===== config.mk =====
export PLATFORM = sky130hd
export DESIGN_NAME = ppi_bus_master_flat
export DESIGN_NICKNAME = d
export VERILOG_FILES = /design/src/rtl/ppi_bus_master_if.sv /design/src/rtl/ppi_bus_master.sv /design/src/flat_wrapper.sv
export SDC_FILE = /design/constraint.sdc
export NUM_CORES = 1
export LEC_CHECK = 0
export ABC_AREA = 0
export CAP_MARGIN = 40
export CORE_MARGIN = 3
export CORE_UTILIZATION = 46
export CTS_BUF_LIST = sky130_fd_sc_hd__clkbuf_4 sky130_fd_sc_hd__clkbuf_8
export CTS_CLUSTER_DIAMETER = 40
export CTS_CLUSTER_SIZE = 28
export DETAILED_ROUTE_END_ITERATION = 16
export GPL_TIMING_DRIVEN = 0
export PLACE_DENSITY = 0.88
export SYNTH_ARGS = -nofsm -noshare
export SYNTH_HDL_FRONTEND = slang
export SYNTH_SLANG_ARGS = --single-unit

===== constraint.sdc =====
create_clock -name clk -period 2.5 [get_ports clk]
set_clock_uncertainty 0.15 [all_clocks]
set_input_delay 0.5 -clock clk [delete_from_list [all_inputs] [get_ports clk]]
set_output_delay 0.5 -clock clk [all_outputs]
set_load 0.02 [all_outputs]

===== src/rtl/ppi_bus_master_if.sv =====
// Host request/response and 8255-style bus signals of the PPI bus master.
// The master modport is the initiator's view; the slave modport is the host/PPI side.
interface ppi_bus_master_if;
    logic       req_valid;
    logic       req_ready;
    logic       req_write;
    logic [1:0] req_addr;
    logic [7:0] req_wdata;
    logic       rsp_valid;
    logic [7:0] rsp_rdata;
    logic       cs_n;
    logic       rd_n;
    logic       wr_n;
    logic [1:0] a;
    logic [7:0] bus_dout;
    logic [7:0] bus_din;
    logic       bus_dir;

    modport master (
        input  req_valid, req_write, req_addr, req_wdata, bus_din,
        output req_ready, rsp_valid, rsp_rdata, cs_n, rd_n, wr_n, a, bus_dout, bus_dir
    );

    modport slave (
        output req_valid, req_write, req_addr, req_wdata, bus_din,
        input  req_ready, rsp_valid, rsp_rdata, cs_n, rd_n, wr_n, a, bus_dout, bus_dir
    );
endinterface


===== src/rtl/ppi_bus_master.sv =====
// Turns single-beat host requests into timed PPI bus cycles (SETUP/STROBE/HOLD).
// Define PPI_BUS_RECOVERY_EN to insert RECOVERY_CYC forced idle cycles after each HOLD.
module ppi_bus_master #(
    parameter int SETUP_CYC    = 1,
    parameter int STROBE_CYC   = 2,
    parameter int HOLD_CYC     = 1,
    parameter int RECOVERY_CYC = 2
) (
    input  logic                    clk,
    input  logic                    reset,
    ppi_bus_master_if.master        bus
);

    typedef enum logic [2:0] {
        ST_IDLE,
        ST_SETUP,
        ST_STROBE,
        ST_HOLD
`ifdef PPI_BUS_RECOVERY_EN
        , ST_RECOVER
`endif
    } state_e;

    localparam logic [3:0] SETUP_LD   = 4'(SETUP_CYC - 1);
    localparam logic [3:0] STROBE_LD  = 4'(STROBE_CYC - 1);
    localparam logic [3:0] HOLD_LD    = 4'(HOLD_CYC - 1);
    localparam logic [3:0] RECOVER_LD = 4'(RECOVERY_CYC - 1);

    state_e     state_q, state_d;
    logic [3:0] cnt_q, cnt_d;
    logic       write_q, write_d;
    logic [1:0] a_q, a_d;
    logic [7:0] bus_dout_q, bus_dout_d;
    logic [7:0] rsp_rdata_q, rsp_rdata_d;
    logic       rsp_valid_q, rsp_valid_d;
    logic       cs_n_q, cs_n_d;
    logic       rd_n_q, rd_n_d;
    logic       wr_n_q, wr_n_d;
    logic       bus_dir_q, bus_dir_d;
    logic       active_d;
    logic       strobe_d;

    // NOTE: every variable gets a default before the case so no path can infer a latch.
    always_comb begin
        state_d     = state_q;
        cnt_d       = (cnt_q != 4'd0) ? cnt_q - 4'd1 : cnt_q;
        write_d     = write_q;
        a_d         = a_q;
        bus_dout_d  = bus_dout_q;
        rsp_rdata_d = rsp_rdata_q;

        unique case (state_q)
            ST_IDLE: begin
                if (bus.req_valid) begin
                    state_d = ST_SETUP;
                    cnt_d   = SETUP_LD;
                    write_d = bus.req_write;
                    a_d     = bus.req_addr;
                    if (bus.req_write) bus_dout_d = bus.req_wdata;
                end
            end
            ST_SETUP: begin
                if (cnt_q == 4'd0) begin
                    state_d = ST_STROBE;
                    cnt_d   = STROBE_LD;
                end
            end
            ST_STROBE: begin
                if (cnt_q == 4'd0) begin
                    state_d = ST_HOLD;
                    cnt_d   = HOLD_LD;
                    if (!write_q) rsp_rdata_d = bus.bus_din;
                end
            end
            ST_HOLD: begin
                // Without recovery the counter value in IDLE is a don't-care; accept reloads it.
                if (cnt_q == 4'd0) begin
                    cnt_d = RECOVER_LD;
`ifdef PPI_BUS_RECOVERY_EN
                    state_d = ST_RECOVER;
`else
                    state_d = ST_IDLE;
`endif
                end
            end
`ifdef PPI_BUS_RECOVERY_EN
            ST_RECOVER: begin
                if (cnt_q == 4'd0) state_d = ST_IDLE;
            end
`endif
            default: state_d = ST_IDLE;
        endcase

        // Pin values are decoded from the next state so they are registered yet cycle-exact.
        active_d    = (state_d == ST_SETUP) || (state_d == ST_STROBE) || (state_d == ST_HOLD);
        strobe_d    = (state_d == ST_STROBE);
        cs_n_d      = !active_d;
        rd_n_d      = !(strobe_d && !write_d);
        wr_n_d      = !(strobe_d && write_d);
        bus_dir_d   = !(active_d && write_d);
        rsp_valid_d = (state_d == ST_HOLD) && (cnt_d == 4'd0);
    end

    // NOTE: sequential state uses non-blocking assignments so all flops update together.
    always_ff @(posedge clk) begin
        if (reset) begin
            state_q     <= ST_IDLE;
            cnt_q       <= 4'd0;
            write_q     <= 1'b0;
            a_q         <= 2'b00;
            bus_dout_q  <= 8'h00;
            rsp_rdata_q <= 8'h00;
            rsp_valid_q <= 1'b0;
            cs_n_q      <= 1'b1;
            rd_n_q      <= 1'b1;
            wr_n_q      <= 1'b1;
            bus_dir_q   <= 1'b1;
        end else begin
            state_q     <= state_d;
            cnt_q       <= cnt_d;
            write_q     <= write_d;
            a_q         <= a_d;
            bus_dout_q  <= bus_dout_d;
            rsp_rdata_q <= rsp_rdata_d;
            rsp_valid_q <= rsp_valid_d;
            cs_n_q      <= cs_n_d;
            rd_n_q      <= rd_n_d;
            wr_n_q      <= wr_n_d;
            bus_dir_q   <= bus_dir_d;
        end
    end

    assign bus.req_ready = (state_q == ST_IDLE);
    assign bus.rsp_valid = rsp_valid_q;
    assign bus.rsp_rdata = rsp_rdata_q;
    assign bus.cs_n      = cs_n_q;
    assign bus.rd_n      = rd_n_q;
    assign bus.wr_n      = wr_n_q;
    assign bus.a         = a_q;
    assign bus.bus_dout  = bus_dout_q;
    assign bus.bus_dir   = bus_dir_q;

endmodule


===== src/flat_wrapper.sv =====
// flat-port wrapper written by rule: the top's interface ports become plain ports
module ppi_bus_master_flat 
#(
    parameter int SETUP_CYC    = 1,
    parameter int STROBE_CYC   = 2,
    parameter int HOLD_CYC     = 1,
    parameter int RECOVERY_CYC = 2
)
  (clk, reset, bus_req_valid, bus_req_write, bus_req_addr, bus_req_wdata, bus_bus_din, bus_req_ready, bus_rsp_valid, bus_rsp_rdata, bus_cs_n, bus_rd_n, bus_wr_n, bus_a, bus_bus_dout, bus_bus_dir);
  ppi_bus_master_if bus_i ();
  input  logic clk;
  input  logic reset;
  input wire logic [$bits(bus_i.req_valid)-1:0] bus_req_valid;
  input wire logic [$bits(bus_i.req_write)-1:0] bus_req_write;
  input wire logic [$bits(bus_i.req_addr)-1:0] bus_req_addr;
  input wire logic [$bits(bus_i.req_wdata)-1:0] bus_req_wdata;
  input wire logic [$bits(bus_i.bus_din)-1:0] bus_bus_din;
  output wire logic [$bits(bus_i.req_ready)-1:0] bus_req_ready;
  output wire logic [$bits(bus_i.rsp_valid)-1:0] bus_rsp_valid;
  output wire logic [$bits(bus_i.rsp_rdata)-1:0] bus_rsp_rdata;
  output wire logic [$bits(bus_i.cs_n)-1:0] bus_cs_n;
  output wire logic [$bits(bus_i.rd_n)-1:0] bus_rd_n;
  output wire logic [$bits(bus_i.wr_n)-1:0] bus_wr_n;
  output wire logic [$bits(bus_i.a)-1:0] bus_a;
  output wire logic [$bits(bus_i.bus_dout)-1:0] bus_bus_dout;
  output wire logic [$bits(bus_i.bus_dir)-1:0] bus_bus_dir;
  assign bus_i.req_valid = bus_req_valid;
  assign bus_i.req_write = bus_req_write;
  assign bus_i.req_addr = bus_req_addr;
  assign bus_i.req_wdata = bus_req_wdata;
  assign bus_i.bus_din = bus_bus_din;
  assign bus_req_ready = bus_i.req_ready;
  assign bus_rsp_valid = bus_i.rsp_valid;
  assign bus_rsp_rdata = bus_i.rsp_rdata;
  assign bus_cs_n = bus_i.cs_n;
  assign bus_rd_n = bus_i.rd_n;
  assign bus_wr_n = bus_i.wr_n;
  assign bus_a = bus_i.a;
  assign bus_bus_dout = bus_i.bus_dout;
  assign bus_bus_dir = bus_i.bus_dir;
  ppi_bus_master #(.SETUP_CYC(SETUP_CYC), .STROBE_CYC(STROBE_CYC), .HOLD_CYC(HOLD_CYC), .RECOVERY_CYC(RECOVERY_CYC)) u_core (.clk(clk), .reset(reset), .bus(bus_i));
endmodule

* Yosys cells after proc, flatten, opt, wreduce, memory -nomap -nowiden
Index checks and enable logic that the tools add are counted.
Operators by class: add/sub/neg operators 1, bitwise logic cells 1, muxes and demuxes 12, reductions and logical operators 19, equal/unequal tests 6
Operators with widths (count):
- $mux W4 | 4
- $eq A3 B2 Y1 const B | 4
- $mux W3 | 4
- $pmux W3 S4 | 1
- $pmux W4 S3 | 1
- $logic_not A4 Y1 | 2
- $eq A3 B1 Y1 const B | 2
- $reduce_and A3 Y1 | 2
- $logic_not A1 Y1 | 5
- $logic_and A1 B1 Y1 | 4
- $reduce_bool A4 Y1 | 1
- $sub A4 B1 Y4 const B | 1
- $logic_not A3 Y1 | 1
- $logic_or A1 B1 Y1 | 2
- $mux W1 | 2
- $reduce_and A2 Y1 | 1
- $reduce_or A2 Y1 | 1
- $not A1 Y1 | 1
Word-level totals: output and inout port bits 24, register bits after elaboration 31, bits of input ports 22

* Longest topological paths before layout
Gate-level depths: netlist (run 1).
depth in word-level cells 8, mapped depth 9, depth with buffers taken out 9

* Worst setup path before layout (run 1)
No wires, ideal clock.
kind register -> register, start point register u_core.cnt_q[0], end point register u_core.rsp_valid_q (netlist: u_core.bus.rsp_valid), period minus slack after synthesis 2062 ps, data arrival time 1795 ps, path slack 438 ps, stages on the path, launching flop included 9, cell sequence dfxtp_1 > inv_1 > ha_1 > nor3b_4 > inv_1 > ha_1 > mux2_2 > o22a_1 > and4b_1
On the way: word-level cells in the longest chain between the ends 6, elaborated cells on any way between the ends 15
Ends and longest elaborated chain:
- from (decl) | RTL line ppi_bus_master.sv:30 | logic [3:0] cnt_q, cnt_d;
- from (signal assigned) | RTL line ppi_bus_master.sv:120 | cnt_q <= cnt_d;
- $sub A4 B1 Y4 / $reduce_bool A4 Y1 (equally long branches) | RTL line ppi_bus_master.sv:46 | cnt_d = (cnt_q != 4'd0) ? cnt_q - 4'd1 : cnt_q;
- $mux W4 | RTL line ppi_bus_master.sv:46
- $mux W4 (on tied branches)
- $pmux W4 S3 | RTL line ppi_bus_master.sv:52 | unique case (state_q)
- $logic_not A4 Y1 | RTL line ppi_bus_master.sv:101 | rsp_valid_d = (state_d == ST_HOLD) && (cnt_d == 4'd0);
- $logic_and A1 B1 Y1 * | RTL line ppi_bus_master.sv:101
- to (signal assigned) | RTL line ppi_bus_master.sv:125 | rsp_valid_q <= rsp_valid_d;
- to (decl) | RTL line ppi_bus_master.sv:35 | logic rsp_valid_q, rsp_valid_d;
Mark *: on every way between the ends. The rest lies on a longest branch, timed or not. A chain may end at the register's enable or synchronous reset.

* Worst setup path in the final report (run 1)
start point register u_core.state_q[1], end point output port bus_req_ready
On the way: word-level cells in the longest chain between the ends 1
Ends and longest elaborated chain:
- from (decl) | RTL line ppi_bus_master.sv:29 | state_e state_q, state_d;
- from (signal assigned) | RTL line ppi_bus_master.sv:119 | state_q <= state_d;
- $logic_not A3 Y1 | RTL line ppi_bus_master.sv:133 | assign bus.req_ready = (state_q == ST_IDLE);
- to (decl) | RTL line flat_wrapper.sv:18 | output wire logic [$bits(bus_i.req_ready)-1:0] bus_req_ready;
Every way passes these cells.

==> results of run 1 <==
through the flow:
step / power, µW / hold slack [ns] / area, µm² / util (%) / worst slack (ns)
2_1_floorplan: 838 / 0.329 / 1290 / - / 0.438
3_3_place_gp: 935 / 0.292 / 1760 / 68.7 / 0.270
3_5_place_dp: 960 / 0.299 / 1760 / 68.7 / 0.180
4_1_cts: 1270 / 0.312 / 1820 / 71.0 / 0.148
5_1_grt: 1400 / 0.349 / 1840 / 71.5 / 0.0671
6_report: 1310 / 0.311 / 1840 / 71.5 / 0.152
Yosys cell counts (all sizes together) (2+ instances only):
cell type / count / area, µm²
nand2b: 2 / 12.5
mux2: 2 / 22.5
clkbuf: 3 / 11.3
nor2: 14 / 52.6
a21oi: 12 / 60.1
or3: 3 / 18.8
nor3b: 2 / 31.3
nor3: 6 / 30.0
dfxtp: 31 / 621
buf: 4 / 28.8
nand3: 9 / 50.1
nand2: 15 / 56.3
ha: 3 / 37.5
or2: 2 / 12.5
inv: 3 / 11.3
mux2i: 11 / 110
timing repair:
action,4_1_cts,5_1_grt
setup buffers,0,2
setup endpoints to repair,0,1
gates resized for setup,0,0
cells by family after synthesis:
kind of cell | synth area share (%)
AND/OR/NAND/NOR | 26.1
flip-flops | 48.2
AO/OA/AOI/OAI | 8.17
multiplexers | 10.3
buffers and inverters | 3.99
adder cells (fa/ha/maj) | 2.92
other | 0.292
layout make-up:
cell class              count  area [µm²]  share of cell area, %
inverters                   3        11.3                  0.613
clock buffers               7        52.6                   2.86
multi-input cells          95         614                   33.4
plain buffers               7        40.0                   2.18
repair buffers             46         455                   24.8
well taps                  30        37.5                   2.04
clock inverters             1        5.00                  0.272
flip-flops and latches     31         621                   33.8
metal layers:
metal  GRT usage, %  vias up  share of wire [%]
met5              0        -                  0
met4           12.0        0                1.7
met1           22.3      543                 40
met3           8.11        6                6.2
met2           35.6       29                 52
li1               -      575                  -
sequential cells by signal, summed over array words and instances, names as in the netlist, 2 cells and up:
signal and cells:
u_core.cnt_q 4, u_core.bus.a 2, u_core.bus.bus_dout 8, u_core.state_q 3, u_core.bus.rsp_rdata 8
cells in the final DEF, fill, tap and decap left out:
master           count
or3_1                3
mux2i_1             11
dfxtp_1             31
nor2b_1              1
and4b_1              1
clkbuf_4             7
clkinv_2             1
a211oi_1             1
nor2_1              14
a31oi_1              1
nand2b_1             2
o21ai_0              1
inv_1                3
o22a_1               1
buf_6                1
nor3b_2              1
nand3_2              1
nand4_1              1
a311o_1              1
nor3b_4              1
nand2_1             15
conb_1               1
ha_1                 3
or3b_2               1
buf_2                2
a21oi_1             12
mux2_2               2
or2_1                1
or2_2                1
clkdlybuf4s50_1     44
nand4b_1             1
clkbuf_1             3
nand3_1              8
buf_4                3
nand3b_1             1
nor3_1               6
nor4b_4              1
o211ai_1             1
worst paths after layout:
kind | from | to | slack, ns | depth (start not counted)
min | u_core.bus.bus_dout[7]$_SDFFE_PP0P_ | u_core.bus.bus_dout[7]$_SDFFE_PP0P_ | 0.31 | 2
min reg2reg | u_core.bus.bus_dout[7]$_SDFFE_PP0P_ | u_core.bus.bus_dout[7]$_SDFFE_PP0P_ | 0.31 | 2
max reg2reg | u_core.cnt_q[0]$_SDFF_PP0_ | u_core.bus.rd_n$_SDFF_PP1_ | 0.34 | 7
max | u_core.state_q[1]$_SDFF_PP0_ | bus_req_ready | 0.15 | 3
power by group:
part | leakage (µW) | internal [µW] | switching, µW
clock network | 0.0000361 | 131 | 176
logic | 0.000454 | 219 | 215
registers | 0.000252 | 529 | 36.2
critical path, cell delays in order (launching register included):
cell             delay, ns
dfxtp_1               0.38
buf_2                 0.21
nor3_1                0.14
clkdlybuf4s50_1       0.63
==> flow_metrics.tcl, run 1 <==
set metrics [dict create \
    synthArstFlopShare_pct 0 \
    ys.flop_type "dfxtp_1" \
    synth_cell_types 35 \
    cp_max_fo 10 \
    status "finished clean" \
    grt_max_degree 11 \
    cts_tree "built" \
    dieArea_um2 3470 \
    hold_viol_final 0 \
    ios 46 \
    maxSlewViolCount 0 \
    ys_ff_latch 31 \
    dp.cells 210 \
    drc 0 \
    fmax_mhz 426 \
    cp-end-kind "primary output" \
    cts_max_level 2 \
    die_x_um 58.9 \
    path_clk_slew_ns 0.10 \
    die_height_um 58.9 \
    hpwl_um 2380 \
    rsz0062_at_grt "false" \
    syn_area_per_cell_um2 9.46 \
    clock_latency_ns 0.34 \
    synth_area_um2 1290 \
    seq_area_frac_synth_pct 48.2 \
    drtPass1Iterations 6 \
    period_share_pct 93.9 \
    powerDensity_nw_per_um2 712 \
    grt_overflow 0 \
    row_count 18 \
    fill_cells 197 \
    final-setup-viol-count 0 \
    synth_edf_count 0 \
    syn_nets 161 \
    place_congestion 0.793 \
    drv_cap 0 \
    instances_no_fill 220 \
    vias 1153 \
    grt_use_total_pct 21.1 \
    cp-start-kind "flip-flop" \
    postSynthCellCount 136 \
    grt_pass1_wl_um 5400 \
    wl_um 3220 \
    min_period_ns 2.35 \
    ir_drop_mv 0.591 \
    cts_hold_buffers 0 \
    port_buffers 44 \
    clockBufferDepth 2 \
    yosys_warnings 0 \
    required_ns 1.85 \
    first_global_vias 1193 \
    drt.antenna.violating_nets 0 \
    syn_to_final_growth_pct 42.8 \
    avgRoutedWirePerCell_um 14.6 \
    drt-initial-drc-count 34 \
    cts.sinks 31 \
    cp.arrival_ns 1.70 \
    drive_above_1_share_pct 11.6 \
    core-area_um2 2570 \
    antenna_found_initial 0 \
    diodes 0 \
    nets 214 \
    p_leak_uw 0.000742 \
    initial_core_util_pct 50.1 \
    hold_class "reg2reg" \
    tns_ns 0 \
    vias_per_cell 5.24 \
    numCtsBuffers 5 \
    root_buffer "clkbuf_4" \
    critical_path_class "reg2out" \
]
Note: power is estimated with default switching activity, not from simulation.
==> run 2, diff against run 1 <==
--- a/config.mk
+++ b/config.mk
@@ -8,13 +8,14 @@
 export ABC_AREA = 0
 export CAP_MARGIN = 40
 export CORE_MARGIN = 3
-export CORE_UTILIZATION = 46
+export CORE_UTILIZATION = 52
 export CTS_BUF_LIST = sky130_fd_sc_hd__clkbuf_4 sky130_fd_sc_hd__clkbuf_8
 export CTS_CLUSTER_DIAMETER = 40
 export CTS_CLUSTER_SIZE = 28
 export DETAILED_ROUTE_END_ITERATION = 16
+export DONT_BUFFER_PORTS = 1
 export GPL_TIMING_DRIVEN = 0
-export PLACE_DENSITY = 0.88
+export PLACE_DENSITY = 0.73
 export SYNTH_ARGS = -nofsm -noshare
 export SYNTH_HDL_FRONTEND = slang
 export SYNTH_SLANG_ARGS = --single-unit
==> run 2 against run 1 <==
- combinational power decreased by 29%
- register-to-register slack lost 0.16 ns
- clock power rose by 7.8%
- core utilization fell by 10 points
- cell area is 24% lower
- flip-flop and latch count did not move
- total power down 7.0%
- routed wire length is 24% lower
- non-clock buffer count fell by 46
- largest cell class unchanged
- highest routed layer unchanged
==> flow_metrics.tcl, run 2 (synthesis results as in run 1) <==
set metrics [dict create \
    status "finished clean" \
    cts.sinks 31 \
    cts_tree "built" \
    power.clock.fraction_pct 27.2 \
    diodes 0 \
    final-setup-viol-count 0 \
    drt.antenna.violating_nets 0 \
    p_leak_uw 0.000570 \
    slowest_stage "nor3b_4" \
    ios 46 \
    port_buffers 0 \
    critical_path_class "reg2reg" \
    row_count 17 \
    reg2reg_slack_ns 0.18 \
    whs_endpoint "u_core.bus.bus_dout[4]$_SDFFE_PP0P_" \
    cp-start-kind "flip-flop" \
    switchingPower_uw 384 \
    syn_to_final_growth_pct 8.37 \
    r2r-end "u_core.bus.rsp_valid$_SDFF_PP0_" \
    vias 954 \
    avgRoutedWirePerCell_um 14.3 \
    power_frac_comb_pct 25.2 \
    required_ns 2.57 \
    drive_above_1_share_pct 13.9 \
    whs_path_depth 1 \
    grt_max_degree 11 \
    numCtsBuffers 5 \
    cts_resized 0 \
    swShare_pct 31.6 \
    worstMarginPinSlew_ns 0.620 \
    min_period_ns 2.32 \
    tns_ns 0 \
    vias_per_cell 5.55 \
    drc 0 \
    holdWs_ns 0.0807 \
    cp.arrival_ns 2.39 \
    hold_viol_final 0 \
    slowest_delay_ns 0.43 \
    dieArea_um2 3110 \
    first_global_vias 969 \
    post_cts_buffers 0 \
    fmax_mhz 431 \
    drtPass1Iterations 4 \
    core-area_um2 2280 \
    nets 168 \
    grt_use_total_pct 17.3 \
    regToRegStartpoint "u_core.cnt_q[0]$_SDFF_PP0_" \
    hold_start "reset" \
    antenna_found_initial 0 \
    grt_pass1_wl_um 4270 \
    root_buffer "clkbuf_4" \
    cts_hold_buffers 0 \
    initial_core_util_pct 56.5 \
    mostFrequentLayoutCells "dfxtp_1 (31), nand2_1 (15), nor2_1 (14)" \
    cts_max_level 2 \
    cp-end-kind "flip-flop" \
    hpwl_um 1840 \
    post-route-util_pct 61.2 \
    crit_start "u_core.cnt_q[0]$_SDFF_PP0_" \
    path_clk_slew_ns 0.10 \
    rsz0062_at_grt "false" \
    powerDensity_nw_per_um2 872 \
    grt_overflow 0 \
    reg2reg_depth 8 \
    ir_drop_mv 0.562 \
    power_frac_seq_pct 47.6 \
    place_congestion 0.850 \
    cp_max_fo 9 \
    drv_cap 0 \
    die_x_um 55.7 \
    period_share_pct 92.9 \
    clockBufferDepth 2 \
    final_common_cell "dfxtp_1" \
    p_int_uw 832 \
    die_height_um 55.7 \
    hold_class "in2reg" \
    crit_chain "inv_1 -> ha_1 -> nor3b_4 -> inv_1 -> ha_1 -> mux2_2 -> o22a_1 -> and4b_1" \
    maxSlewViolCount 0 \
    clock_latency_ns 0.32 \
    wl_um 2460 \
    drt-initial-drc-count 29 \
    slew_headroom_pct 58.3 \
]
[run 2: cell count changes in the layout (fill, tap and decap cells not counted), sizes merged]
| cell | before | now |
|---|---|---|
| clkdlybuf4s50 | 44 | 0 |
| buf | 6 | 4 |
| clkinv | 1 | 0 |
| clkinvlp | 0 | 1 |
[run 2: worst max-delay path by stage]
stage | end | slack [ns] | depth (start not counted)
global route | u_core.bus.rsp_valid$_SDFF_PP0_ | 0.003 | 8
detailed placement | u_core.bus.rsp_valid$_SDFF_PP0_ | 0.19 | 8
global placement | u_core.bus.rsp_valid$_SDFF_PP0_ | 0.25 | 8
floorplan | u_core.bus.rsp_valid$_SDFF_PP0_ | 0.44 | 8
CTS | u_core.bus.rsp_valid$_SDFF_PP0_ | 0.18 | 8
finish | u_core.bus.rsp_valid$_SDFF_PP0_ | 0.18 | 8
[run 2: final cells by class]
| class | instances | area [µm²] |
|---|---|---|
| clock buffers | 7 | 65.1 |
| clock inverters | 1 | 7.51 |
| well taps | 28 | 35.0 |
| inverters | 3 | 11.3 |
| flip-flops and latches | 31 | 621 |
| multi-input cells | 95 | 614 |
| fillers | 184 | 882 |
| plain buffers | 7 | 40.0 |
[run 2: per-stage QoR]
stage	setup slack, ns	total power, µW	area, µm²	instances
3_3_place_gp	0.246	884	1320	164
4_1_cts	0.176	1230	1390	172
2_1_floorplan	0.438	838	1290	136
5_1_grt	0.00286	1310	1390	172
3_5_place_dp	0.190	897	1320	164
6_report	0.178	1220	1390	172
[run 2: worst max-delay path, delay by kind of cell, from the launching register on]
kind | cells | cell delay, ns
buf+inv | 2 | 0.21
mux | 1 | 0.26
compound gates | 1 | 0.20
flops | 1 | 0.35
simple gates | 2 | 0.61
fa+ha+maj | 2 | 0.44
[run 2: power by group through the flow]
| stage | registers (µW) | clock network (µW) | logic [µW] |
|---|---|---|---|
| 6_report | 579 | 331 | 306 |
| 2_1_floorplan | 582 | 0 | 256 |
| 5_1_grt | 585 | 371 | 352 |
| 3_5_place_dp | 591 | 0 | 306 |
| 3_3_place_gp | 590 | 0 | 294 |
| 4_1_cts | 579 | 341 | 307 |
[run 2: per-layer routing]
| layer | wire, µm | track usage, % | part of all wire (%) | vias up |
|---|---|---|---|---|
| li1 | - | - | - | 483 |
| met1 | 1060 | 20.3 | 43 | 433 |
| met2 | 1170 | 27.9 | 47 | 36 |
| met3 | 216 | 8.82 | 8.8 | 2 |
| met4 | 21 | 4.17 | 0.85 | 0 |
| met5 | 0 | 0 | 0 | - |
